==> config.mk <==
export PLATFORM = sky130hd
export DESIGN_NAME = ac_inv_reciprocal
export DESIGN_NICKNAME = d
export VERILOG_FILES = /design/src/rtl/ac_inv_reciprocal.sv
export SDC_FILE = /design/constraint.sdc
export NUM_CORES = 1
export LEC_CHECK = 0
export CELL_PAD_IN_SITES_DETAIL_PLACEMENT = 0
export CELL_PAD_IN_SITES_GLOBAL_PLACEMENT = 1
export CORE_UTILIZATION = 49
export CTS_CLUSTER_DIAMETER = 30
export DETAILED_ROUTE_END_ITERATION = 10
export PLACE_DENSITY = 0.95
export SLEW_MARGIN = 5
export SYNTH_ARGS = -nofsm -noshare
export SYNTH_HDL_FRONTEND = slang
export SYNTH_SLANG_ARGS = --single-unit
==> constraint.sdc <==
create_clock -name clk -period 5 [get_ports clk]
set_input_delay 1 -clock clk [delete_from_list [all_inputs] [get_ports clk]]
set_output_delay 1 -clock clk [all_outputs]
set_load 0.02 [all_outputs]
==> src/rtl/ac_inv_reciprocal.sv <==
// Reciprocal of atmospheric light: Ac_Inv_c = floor(OMEGA / max(Ac_c,1)) in Q0.16 for R, G and B,
// computed by one shared 16-step restoring divider and published to all three outputs at once.
module ac_inv_reciprocal #(
  parameter int unsigned OMEGA = 61440
) (
  input  logic        clk,
  input  logic        rst,
  input  logic        start,
  input  logic [7:0]  Ac_R,
  input  logic [7:0]  Ac_G,
  input  logic [7:0]  Ac_B,
  output logic [15:0] Ac_Inv_R,
  output logic [15:0] Ac_Inv_G,
  output logic [15:0] Ac_Inv_B,
  output logic        busy,
  output logic        done
);

  typedef enum logic [1:0] {
    S_IDLE,
    S_DIV,
    S_DONE
  } state_t;

  typedef enum logic [1:0] {
    CH_R,
    CH_G,
    CH_B
  } chan_t;

  localparam logic [15:0] OMEGA_Q = 16'(OMEGA);

  state_t      r_state;
  state_t      w_next_state;
  chan_t       r_ch;
  logic [3:0]  r_bit;
  logic [7:0]  r_ac_r, r_ac_g, r_ac_b;
  logic [7:0]  r_dvs;
  logic [8:0]  r_rem;
  logic [15:0] r_dvd;
  logic [15:0] r_q_r, r_q_g, r_q_b;
  logic [15:0] r_inv_r, r_inv_g, r_inv_b;
  logic        r_done;

  logic [8:0]  w_shift;
  logic [9:0]  w_diff;
  logic        w_qbit;
  logic [8:0]  w_rem_next;
  logic [15:0] w_quot;
  logic        w_last_iter;

  // A zero divisor is replaced by one so the quotient saturates at OMEGA.
  function automatic logic [7:0] nz(input logic [7:0] v);
    return (v == 8'd0) ? 8'd1 : v;
  endfunction

  // Remainder stays below the divisor, so the shifted value always fits in 9 bits.
  assign w_shift     = {r_rem[7:0], r_dvd[15]};
  assign w_diff      = {1'b0, w_shift} - {2'b00, r_dvs};
  assign w_qbit      = ~w_diff[9];
  assign w_rem_next  = w_qbit ? w_diff[8:0] : w_shift;
  assign w_quot      = {r_dvd[14:0], w_qbit};
  assign w_last_iter = (r_bit == 4'd15);

  // NOTE: sequential state uses non-blocking assignments so every register samples pre-edge values.
  always_ff @(posedge clk or negedge rst) begin
    if (!rst) begin
      r_state <= S_IDLE;
    end else begin
      r_state <= w_next_state;
    end
  end

  // NOTE: next state gets a default before the case so no path leaves it unassigned (no latch).
  always_comb begin
    w_next_state = r_state;
    unique case (r_state)
      S_IDLE: if (start) w_next_state = S_DIV;
      S_DIV:  if (w_last_iter && (r_ch == CH_B)) w_next_state = S_DONE;
      S_DONE: w_next_state = S_IDLE;
      default: w_next_state = S_IDLE;
    endcase
  end

  always_ff @(posedge clk or negedge rst) begin
    if (!rst) begin
      r_ch    <= CH_R;
      r_bit   <= 4'd0;
      r_ac_r  <= 8'd0;
      r_ac_g  <= 8'd0;
      r_ac_b  <= 8'd0;
      r_dvs   <= 8'd0;
      r_rem   <= 9'd0;
      r_dvd   <= 16'd0;
      r_q_r   <= 16'd0;
      r_q_g   <= 16'd0;
      r_q_b   <= 16'd0;
      r_inv_r <= 16'd0;
      r_inv_g <= 16'd0;
      r_inv_b <= 16'd0;
      r_done  <= 1'b0;
    end else begin
      r_done <= 1'b0;
      unique case (r_state)
        S_IDLE: begin
          if (start) begin
            r_ac_r <= nz(Ac_R);
            r_ac_g <= nz(Ac_G);
            r_ac_b <= nz(Ac_B);
            r_dvs  <= nz(Ac_R);
            r_dvd  <= OMEGA_Q;
            r_rem  <= 9'd0;
            r_bit  <= 4'd0;
            r_ch   <= CH_R;
          end
        end
        S_DIV: begin
          r_bit <= r_bit + 4'd1;
          r_rem <= w_rem_next;
          r_dvd <= w_quot;
          if (w_last_iter) begin
            // Retire this channel's quotient and load the next divisor in the same cycle.
            unique case (r_ch)
              CH_R: begin
                r_q_r <= w_quot;
                r_ch  <= CH_G;
                r_dvs <= r_ac_g;
                r_dvd <= OMEGA_Q;
                r_rem <= 9'd0;
              end
              CH_G: begin
                r_q_g <= w_quot;
                r_ch  <= CH_B;
                r_dvs <= r_ac_b;
                r_dvd <= OMEGA_Q;
                r_rem <= 9'd0;
              end
              default: begin
                r_q_b <= w_quot;
              end
            endcase
          end
        end
        S_DONE: begin
          r_inv_r <= r_q_r;
          r_inv_g <= r_q_g;
          r_inv_b <= r_q_b;
          r_done  <= 1'b1;
        end
        default: ;
      endcase
    end
  end

  assign busy     = (r_state != S_IDLE);
  assign done     = r_done;
  assign Ac_Inv_R = r_inv_r;
  assign Ac_Inv_G = r_inv_g;
  assign Ac_Inv_B = r_inv_b;

endmodule

# After elaboration in Yosys (flattened, before gate mapping)
# Index checks and enable logic that the tools add are counted.
# word_totals
regBits	153
inputBits	27
output_inout_bits	50
# classes
addsub	2
eq_ne	9
mux	26
n_bitwise	2
n_reduce_logical	16
# ops
operator	count
8-bit 2-to-1 mux	9
16-bit 2-to-1 mux	3
8-bit one-hot mux with 2 select lines	3
16-bit one-hot mux with 2 select lines	1
8-bit logical NOT	3
2-bit one-hot mux with 2 select lines	3
9-bit by 8-bit subtractor with 10-bit output	1
3-bit AND reduction	3
2-bit 2-to-1 mux	4
4-bit one-hot mux with 2 select lines	1
2-bit inequality test, second input constant	3
2-bit AND reduction	3
4-bit by 1-bit adder with 4-bit output, second input constant	1
2-bit by 1-bit == test with 1-bit output, second input constant	2
2-bit == test, second input constant	2
4-bit == test, second input constant	1
2-bit logical NOT	2
4-bit 2-to-1 mux	1
4-bit AND reduction	1
2-bit nonzero test	2
3-bit by 1-bit inequality test with 1-bit output, second input constant	1
1-bit inverter	2
2-bit OR reduction	1
1-bit logical AND	1
1-bit 2-to-1 mux	1

# Logic depth before layout (Yosys ltp)
# Gate-level depths: netlist (run 1).
# depth
ltp_word	5
depth_mapped	9

# Worst setup path after synthesis (run 1)
# No wires, ideal clock.
# synth_timing
kind	input to register
startpoint	in start
endpoint	reg r_rem[7]
t_arrival_ns	1.842
t_required_ns	4.856
path_slack_ns	3.015
cell_stages	6
path_cell_list	nor2_1 > or2_2 > clkbuf_1 > clkbuf_1 > a32oi_1 > o31ai_1
# synth_via
elab_chain_cells	2
# synth_rtl
item	line	text
from (decl)	8	input logic start,
2-bit inequality test (no source line)	--	
2-bit AND reduction (no source line)	--	
to (signal assigned)	119	r_rem <= w_rem_next;
to (decl)	39	logic [8:0] r_rem;
# No other way between the ends.
# A chain may end at the register's enable or synchronous reset.

# Worst setup path after layout (run 1)
# layout_timing
startpoint	reg r_ch[1]
endpoint	reg r_q_g[12]
# layout_via
elab_chain_cells	2
# layout_rtl
item	line	text
from (decl)	35	chan_t r_ch;
from (signal assigned)	87	r_ch <= CH_R;
from (signal assigned)	114	r_ch <= CH_R;
from (signal assigned)	126	r_ch <= CH_G;
2-bit by 1-bit == test with 1-bit output	123	unique case (r_ch)
3-bit AND reduction (no source line)	--	
to (signal assigned)	132	r_q_g <= w_quot;
to (decl)	41	logic [15:0] r_q_r, r_q_g, r_q_b;
# No other way between the ends.

==> results.txt, run 1 <==
----------------------------------------------------
[Route]
  Final Routed Wirelength ... around 12 mm
  Initial DRT Pass Iterations ... 5
  Routed length per placed instance ... approximately 16 µm
  Overall via count from detail_route ... slightly above 4000
  Average via count per standard cell ... 5.39
  ANT nets after route ... 0
  Number of DRC markers in iteration 0 ... roughly 300
  Post-detailed-route DRC marker count ... 0

[STA]
  Skew final ... between 0.007 and 0.008 ns
  Final count of pins violating max slew ... 0
  Final setup fails ... 0
  Relative slew slack ... just over 20%
  Fraction of the cycle the final worst path needs ... 53.9%
  Maximum achievable frequency ... around 0.37 GHz
  Setup TNS ... 0 ns
  Actual transition at the worst max-transition pin ... 1.19 ns
  RSZ-0062 raised after global routing ... false
  Final hold violations ... 0
  Min Clock Period, post-route ... 2.69 ns

[Clocking]
  Maximum count of clock buffers along a single path ... 2
  Cell chosen for the clock root ... clkbuf_16
  Clock tree from TritonCTS ... yes
  Number of gates resized after cts ... 0
  Post-CTS setup repair buffer count ... 0
  Register clock-pin slew on the reported worst setup and hold paths ... approximately 0.06 ns
  Quantity of hold-fixing buffers added after cts ... 0
  Count of clock tree sinks ... ~150
  H-tree level count ... 4
  Later-pin clock latency in the skew report ... a little over 0.4 ns
  CTS Buf Count ... 17

[Global route]
  Antenna violations before repair ... 0
  First-pass GRT wire length ... around 21 mm
  Total global-route track usage ... roughly a fifth
  Maximum number of pins on one net before global-route repair ... ~120
  Number of global-route vias before repair ... roughly 4200
  Overflow after GRT ... 0

[Yosys]
  Yosys warning total ... 0
  Area of the mapped netlist ... between 6000 and 7000 µm²
  XOR/XNOR Fraction of Synth Area ... less than 1%
  Proportion of synthesized area in mux cells ... between 15 and 20%
  Area fraction in compound gates after synthesis ... under 10%
  Post-synthesis cell count ... between 500 and 600
  Largest family of logic cells by synthesized area ... multiplexers
  Synthesized area per cell ... about 13 µm²
  Flip-flop and latch count after synthesis ... ~150
  Simple-gate share of the synthesized area ... around 7.8%
  Most frequently used flop master after synthesis ... dfrtp_1
  Number of enable-type register cells in the synthesized netlist ... 0
  Adder and majority cell fraction of the synthesized area ... under 10%
  Share of flip-flops with an asynchronous set or reset ... 100%
  Distinct cell type count after synthesis ... 43
  Seq/Total Area, Yosys ... around 60%
  Synthesized netlist net count ... roughly 540

[Power and ir drop]
  Combinational power share ... 25.3%
  Net load switching power ... 1.25 mW
  Reported leakage power ... around 3.2 nW
  Switching Fraction ... about a third
  Worst VDD drop ... about 0.25 mV
  Internal cell power ... 2.67 mW
  Flop pwr share ... approximately 41%
  Total power density per cell area ... about 500 nW/µm²
  Clock group share of total power ... 33.3%

[Floorplanning]
  Overall die width ... between 100 and 150 µm
  Row cnt ... between 40 and 50
  Core region area ... approximately 13000 µm²
  Area of the die ... ~13000 µm²
  Top-level I/O count ... 77
  Die Y ... approximately 120 µm
  Starting density of the core ... about half

[Critical path]
  Sort of element at the end of the critical path ... flip-flop
  Critical path required time ... between 5 and 6 ns
  Critical path depth in cells ... 3
  Max FO, Critical Path ... 17
  Critical path cell sequence ... nor2b_1, and2_1, mux2_2
  CP startpoint kind ... flip-flop
  Critical Setup Path Class ... reg2reg
  Terminus of the critical flop-to-flop path ... r_q_g[12]
  Family of cells with the greatest summed delay on the critical path ... simple AND/OR/NAND/NOR gates
  Bufs and invs on worst path ... 0
  Reg-to-reg critical path startpoint ... r_ch[1]
  Beginning of the critical path ... r_ch[1]
  Slack of the worst reg-to-reg path ... 2.31 ns
  End point of the critical path ... r_q_g[12]
  Arr. time, crit path ... between 2 and 3 ns
  Crit path max-delay cell type ... nor2b_1
  Number of cell instances on the worst register-to-register path ... 3
  Delay contributed by the slowest stage of the critical path ... between 0.8 and 0.9 ns

[Placement]
  Inst Count DP ... slightly above 700
  Number of buffers inserted by port buffering ... 76
  DP HPWL ... 7.94 mm
  Routability-driven placement congestion ratio ... ~0.80

[Hold path]
  Hold crit path type ... reg2reg

[Layout]
  Layout cells sized above 1 ... between 20% and 30%
  Filler-free cell count of the finished design ... between 700 and 800
  Fillers ... around 950
  Number of inserted diodes ... 0
  Nets ... about 610
  Area delta synth->final ... 23.2%

[Status]
  Status ... finished, final reports clean

[Run]
  Number of violations of the max-capacitance limit ... 0

----------------------------------------------------
## power by group through the flow
stage                     clock network, mW  registers [mW]  logic (mW)
after floorplan                           0            1.58       0.800
after CTS                              1.32            1.62       0.992
final                                  1.31            1.62       0.990
after global routing                   1.38            1.65        1.11
after detailed placement                  0            1.64       0.979
after global placement                    0            1.63       0.942
## state kept, by name, indices dropped and copies added, names as in the netlist
register / count
Ac_Inv_G: 16
r_q_g: 16
r_dvs: 8
r_ch: 2
r_bit: 4
r_dvd: 16
r_ac_b: 8
r_q_r: 16
r_state: 2
Ac_Inv_R: 16
r_rem: 8
r_ac_g: 8
done: 1
Ac_Inv_B: 16
r_q_b: 16
## placed cells by master, fill, tap and decap left out, drive strengths merged, types with 3 or more instances in the layout
| master | count |
|---|---|
| bufinv | 3 |
| dfrtp | 153 |
| mux2 | 93 |
| xnor2 | 3 |
| mux2i | 9 |
| clkinv | 8 |
| nor2 | 25 |
| nand2b | 3 |
| a211oi | 5 |
| clkbuf | 18 |
| a32oi | 5 |
| ha | 9 |
| a31oi | 3 |
| o22a | 3 |
| a22o | 13 |
| o21ai | 22 |
| clkdlybuf4s50 | 75 |
| o31ai | 4 |
| nand3 | 5 |
| nor3 | 3 |
| nor4 | 3 |
| nand2 | 67 |
| a21oi | 16 |
| inv | 14 |
## routing by layer
layer	part of all wire [%]	vias up	GRT usage (%)
met5	0	-	0
met4	0.82	0	6.92
met3	4.8	13	5.23
met2	50	112	34.0
met1	45	2041	26.8
li1	-	1906	-
## worst register-to-register path: cells and delay by family (launching register included)
family / cells / cell delay (ns)
flops: 1 / 0.46
mux: 1 / 0.44
simple gates: 2 / 1.67
## cell families (layout without fill, tap and decap cells)
family / after synthesis / after routing
compound gates: 78 / 78
flops: 153 / 153
fa+ha+maj: 10 / 10
buf+inv: 39 / 122
xor+xnor: 5 / 5
simple gates: 114 / 114
mux: 102 / 102
## worst min-delay path by stage
stage	startpoint	endpoint	slack, ns	cells past startpoint
2_1_floorplan	r_ac_g[1]	r_ac_g[1]	0.44	2
3_3_place_gp	r_ac_g[4]	r_ac_g[4]	0.46	2
3_5_place_dp	r_ac_g[3]	r_ac_g[3]	0.46	2
4_1_cts	r_ac_g[3]	r_ac_g[3]	0.48	2
5_1_grt	r_ac_g[3]	r_ac_g[3]	0.49	2
6_report	r_ac_b[2]	r_ac_b[2]	0.47	2
## stage by stage
step | hold WS (ns) | worst slack (ns) | area, µm² | power, mW | util [%]
3_5_place_dp | 0.463 | 2.27 | 7220 | 2.62 | 57.2
6_report | 0.474 | 2.31 | 7830 | 3.92 | 62.1
4_1_cts | 0.477 | 2.31 | 7830 | 3.94 | 62.1
2_1_floorplan | 0.445 | 3.01 | 6360 | 2.38 | -
5_1_grt | 0.490 | 2.20 | 7830 | 4.15 | 62.1
3_3_place_gp | 0.457 | 2.34 | 7220 | 2.57 | 57.2
## cell type report
class	instances	area (µm²)	area share, %
flip-flops and latches	153	3830	48.9
multi-input cells	309	2360	30.1
repair buffers	77	769	9.83
clock buffers	18	439	5.61
well taps	172	215	2.75
clock inverters	14	173	2.20
inverters	13	48.8	0.623
## cell usage after synthesis, types with 4 or more instances
master	count	area (µm²)
nand2_1	65	244
a211oi_1	5	37.5
nor2_1	22	82.6
a21oi_1	16	80.1
o31ai_1	4	30.0
clkbuf_1	13	48.8
mux2i_1	9	90.1
a32oi_1	5	43.8
buf_4	5	37.5
inv_1	13	48.8
mux2_2	92	1040
a22o_1	13	114
ha_1	9	113
dfrtp_1	153	3830
o21ai_0	19	95.1
nand3_1	5	25.0
buf_2	8	40.0
Note: power is estimated with default switching activity, not from simulation.
==> run 2: changes to the inputs <==
--- a/config.mk
+++ b/config.mk
@@ -7,10 +7,10 @@
 export LEC_CHECK = 0
 export CELL_PAD_IN_SITES_DETAIL_PLACEMENT = 0
 export CELL_PAD_IN_SITES_GLOBAL_PLACEMENT = 1
-export CORE_UTILIZATION = 49
+export CORE_UTILIZATION = 45
 export CTS_CLUSTER_DIAMETER = 30
 export DETAILED_ROUTE_END_ITERATION = 10
-export PLACE_DENSITY = 0.95
+export PLACE_DENSITY = 0.89
 export SLEW_MARGIN = 5
 export SYNTH_ARGS = -nofsm -noshare
 export SYNTH_HDL_FRONTEND = slang
==> constraint.sdc (replaced) <==
create_clock -name clk -period 2.75 [get_ports clk]
set_input_delay 0.55 -clock clk [delete_from_list [all_inputs] [get_ports clk]]
set_output_delay 0.55 -clock clk [all_outputs]
set_load 0.02 [all_outputs]
==> run 2 against run 1 <==
Total power grew 84%. Final cell count grew 2.0%. Maximum frequency grew 12%. Critical path type unchanged. Routed wire length grew 0.10%. Design area grew 1.1%. Utilization shrank 4.8 points. Clock skew shrank 0.0023 ns. Critical path depth grew 3. Sequential power grew 83%. Clock-buffer cell count grew 4. Via count shrank 0.47%.
==> results.txt, run 2 (synthesis gave the netlist of run 1 again) <==
----------------------------------------------------
[Status]
  Status ... finished, final reports clean (unchanged)

[Global route]
  Maximum number of pins on one net before global-route repair ... 56 (was 124)
  Overflow after GRT ... 0 (unchanged)
  First-pass GRT wire length ... 20.8 mm (was 21.0 mm)
  Total global-route track usage ... 18.6% (was 20.7%)
  Antenna violations before repair ... 0 (unchanged)
  Number of global-route vias before repair ... 4095 (was 4179)

[STA]
  Skew final ... 0.00488 ns (was 0.00723 ns)
  Actual transition at the worst max-transition pin ... 0.781 ns (was 1.19 ns)
  Maximum achievable frequency ... 0.415 GHz (was 0.371 GHz)
  Final hold violations ... 0 (unchanged)
  RSZ-0062 raised after global routing ... false (unchanged)
  Fraction of the cycle the final worst path needs ... 87.7% (was 53.9%)
  Setup TNS ... 0 ns (unchanged)
  Final count of pins violating max slew ... 0 (unchanged)
  Hold Slack ... 0.0920 ns (was 0.474 ns)
  Final setup fails ... 0 (unchanged)
  Relative slew slack ... 47.6% (was 20.7%)
  Min Clock Period, post-route ... 2.41 ns (was 2.69 ns)
  Worst setup slack after layout ... 0.338 ns (was 2.31 ns)

[Clocking]
  Count of clock tree sinks ... 153 (unchanged)
  Register clock-pin slew on the reported worst setup and hold paths ... 0.06 ns (about the same)
  Post-CTS setup repair buffer count ... 0 (unchanged)
  H-tree level count ... 4 (unchanged)
  Number of gates resized after cts ... 0 (unchanged)
  CTS Buf Count ... 17 (unchanged)
  Later-pin clock latency in the skew report ... 0.42 ns (was 0.41 ns)
  Cell chosen for the clock root ... clkbuf_16 (unchanged)
  Clock tree from TritonCTS ... yes (unchanged)
  Quantity of hold-fixing buffers added after cts ... 0 (unchanged)
  Maximum count of clock buffers along a single path ... 2 (unchanged)

[Route]
  Routed length per placed instance ... 16.1 µm (was 16.4 µm)
  Met2 WL post-DR ... 6.16 mm (was 6.18 mm)
  DRT met1 WL ... 5.54 mm (was 5.55 mm)
  Final Routed Wirelength ... 12.4 mm (about the same)
  Overall via count from detail_route ... 4053 (was 4072)
  Top Layer Used ... met4 (unchanged)
  ANT nets after route ... 0 (unchanged)
  Initial DRT Pass Iterations ... 4 (was 5)
  Post-detailed-route DRC marker count ... 0 (unchanged)
  Routed wire length on met3 ... 542 µm (was 592 µm)
  Number of DRC markers in iteration 0 ... 245 (was 298)
  Average via count per standard cell ... 5.26 (was 5.39)

[Floorplanning]
  Row cnt ... 43 (was 41)
  Top-level I/O count ... 77 (unchanged)
  Starting density of the core ... 46.0% (was 50.4%)
  Core region area ... 13800 µm² (was 12600 µm²)
  Area of the die ... 14600 µm² (was 13400 µm²)
  Overall die width ... 121 µm (was 116 µm)
  Die Y ... 121 µm (was 116 µm)

[Power and ir drop]
  Net load switching power ... 2.27 mW (was 1.25 mW)
  Clock group share of total power ... 33.2% (was 33.3%)
  Flop pwr share ... 41.1% (was 41.4%)
  Combinational power share ... 25.6% (was 25.3%)
  Internal cell power ... 4.93 mW (was 2.67 mW)
  Worst VDD drop ... 0.492 mV (was 0.247 mV)
  Total power density per cell area ... 909 nW/µm² (was 501 nW/µm²)
  Reported leakage power ... 3.23 nW (was 3.20 nW)
  Power after layout ... 7.19 mW (was 3.92 mW)
  Switching Fraction ... 31.5% (was 31.9%)

[Critical path]
  Arr. time, crit path ... 2.69 ns (was 2.99 ns)
  Number of cell instances on the worst register-to-register path ... 6 (was 3)
  CP startpoint kind ... flip-flop (unchanged)
  Max FO, Critical Path ... 16 (was 17)
  Sort of element at the end of the critical path ... flip-flop (unchanged)
  Critical path required time ... 3.03 ns (was 5.29 ns)
  Critical Setup Path Class ... reg2reg (unchanged)

[Placement]
  Routability-driven placement congestion ratio ... 0.788 (was 0.796)
  Cell area after placement ... 7300 µm² (was 7220 µm²)
  Number of buffers inserted by port buffering ... 76 (unchanged)
  DP HPWL ... 8.36 mm (was 7.94 mm)
  Worst setup slack after placement ... 0.374 ns (was 2.27 ns)
  Inst Count DP ... 740 (was 724)

[Layout]
  Layout cells sized above 1 ... 23.9% (was 23.3%)
  Commonest cells after routing, fill and taps aside ... dfrtp_1, mux2_2, clkdlybuf4s50_1, nand2_1, nor2_1 (unchanged)
  Nets ... 616 (was 608)
  Util after Layout ... 57.2% (was 62.1%)
  Number of inserted diodes ... 0 (unchanged)
  Filler-free cell count of the finished design ... 771 (was 756)
  Most frequent standard cell in the layout excluding fill and tap cells ... dfrtp_1 (unchanged)
  Area delta synth->final ... 24.5% (was 23.2%)
  Final Cell Area ... 7920 µm² (was 7830 µm²)

[Run]
  Number of violations of the max-capacitance limit ... 0 (unchanged)

[Hold path]
  Hold crit path type ... in2async (was reg2reg)

----------------------------------------------------
[run 2: area by class of cell]
cell class | count | area (µm²)
fill | 1074 | 5910
sequential | 153 | 3830
multi-input combinational | 309 | 2360
timing repair buffer | 85 | 842
clock buffer | 22 | 474
tap | 180 | 225
clock inverter | 9 | 139
inverter | 13 | 48.8
[run 2: power groups by stage]
stage                     registers [mW]  logic, mW  clock network, mW
after floorplan                     2.87       1.45                  0
after global placement              2.97       1.71                  0
after detailed placement            2.99       1.84                  0
after CTS                           2.95       1.84               2.44
after global routing                3.01       2.07               2.54
final                               2.96       1.85               2.39
[run 2: worst paths after layout]
| check | from | to | slack (ns) |
|---|---|---|---|
| worst max register to register | r_rem[5] | r_rem[1] | 0.34 |
| worst min-delay path | rst | Ac_Inv_R[8] | 0.09 |
| max in group asynchronous | rst | r_rem[0] | 1.93 |
| min in group clk | r_ac_g[4] | r_ac_g[4] | 0.48 |
| worst min register to register | r_ac_g[4] | r_ac_g[4] | 0.48 |
| worst max-delay path | r_rem[5] | r_rem[1] | 0.34 |
[run 2: layer usage]
layer  vias up  global-route usage, %
li1       1917                      -
met1      2012                   23.9
met2       105                   30.4
met3        19                   4.46
met4         0                   7.25
met5         -                      0
[run 2: worst max-delay path: stages (launching register included)]
cell and delay (ns):
dfrtp_1 0.42, ha_1 0.38, a21oi_1 0.35, o221ai_1 0.24, nor2_2 0.55, mux2i_1 0.26, o21ai_1 0.07
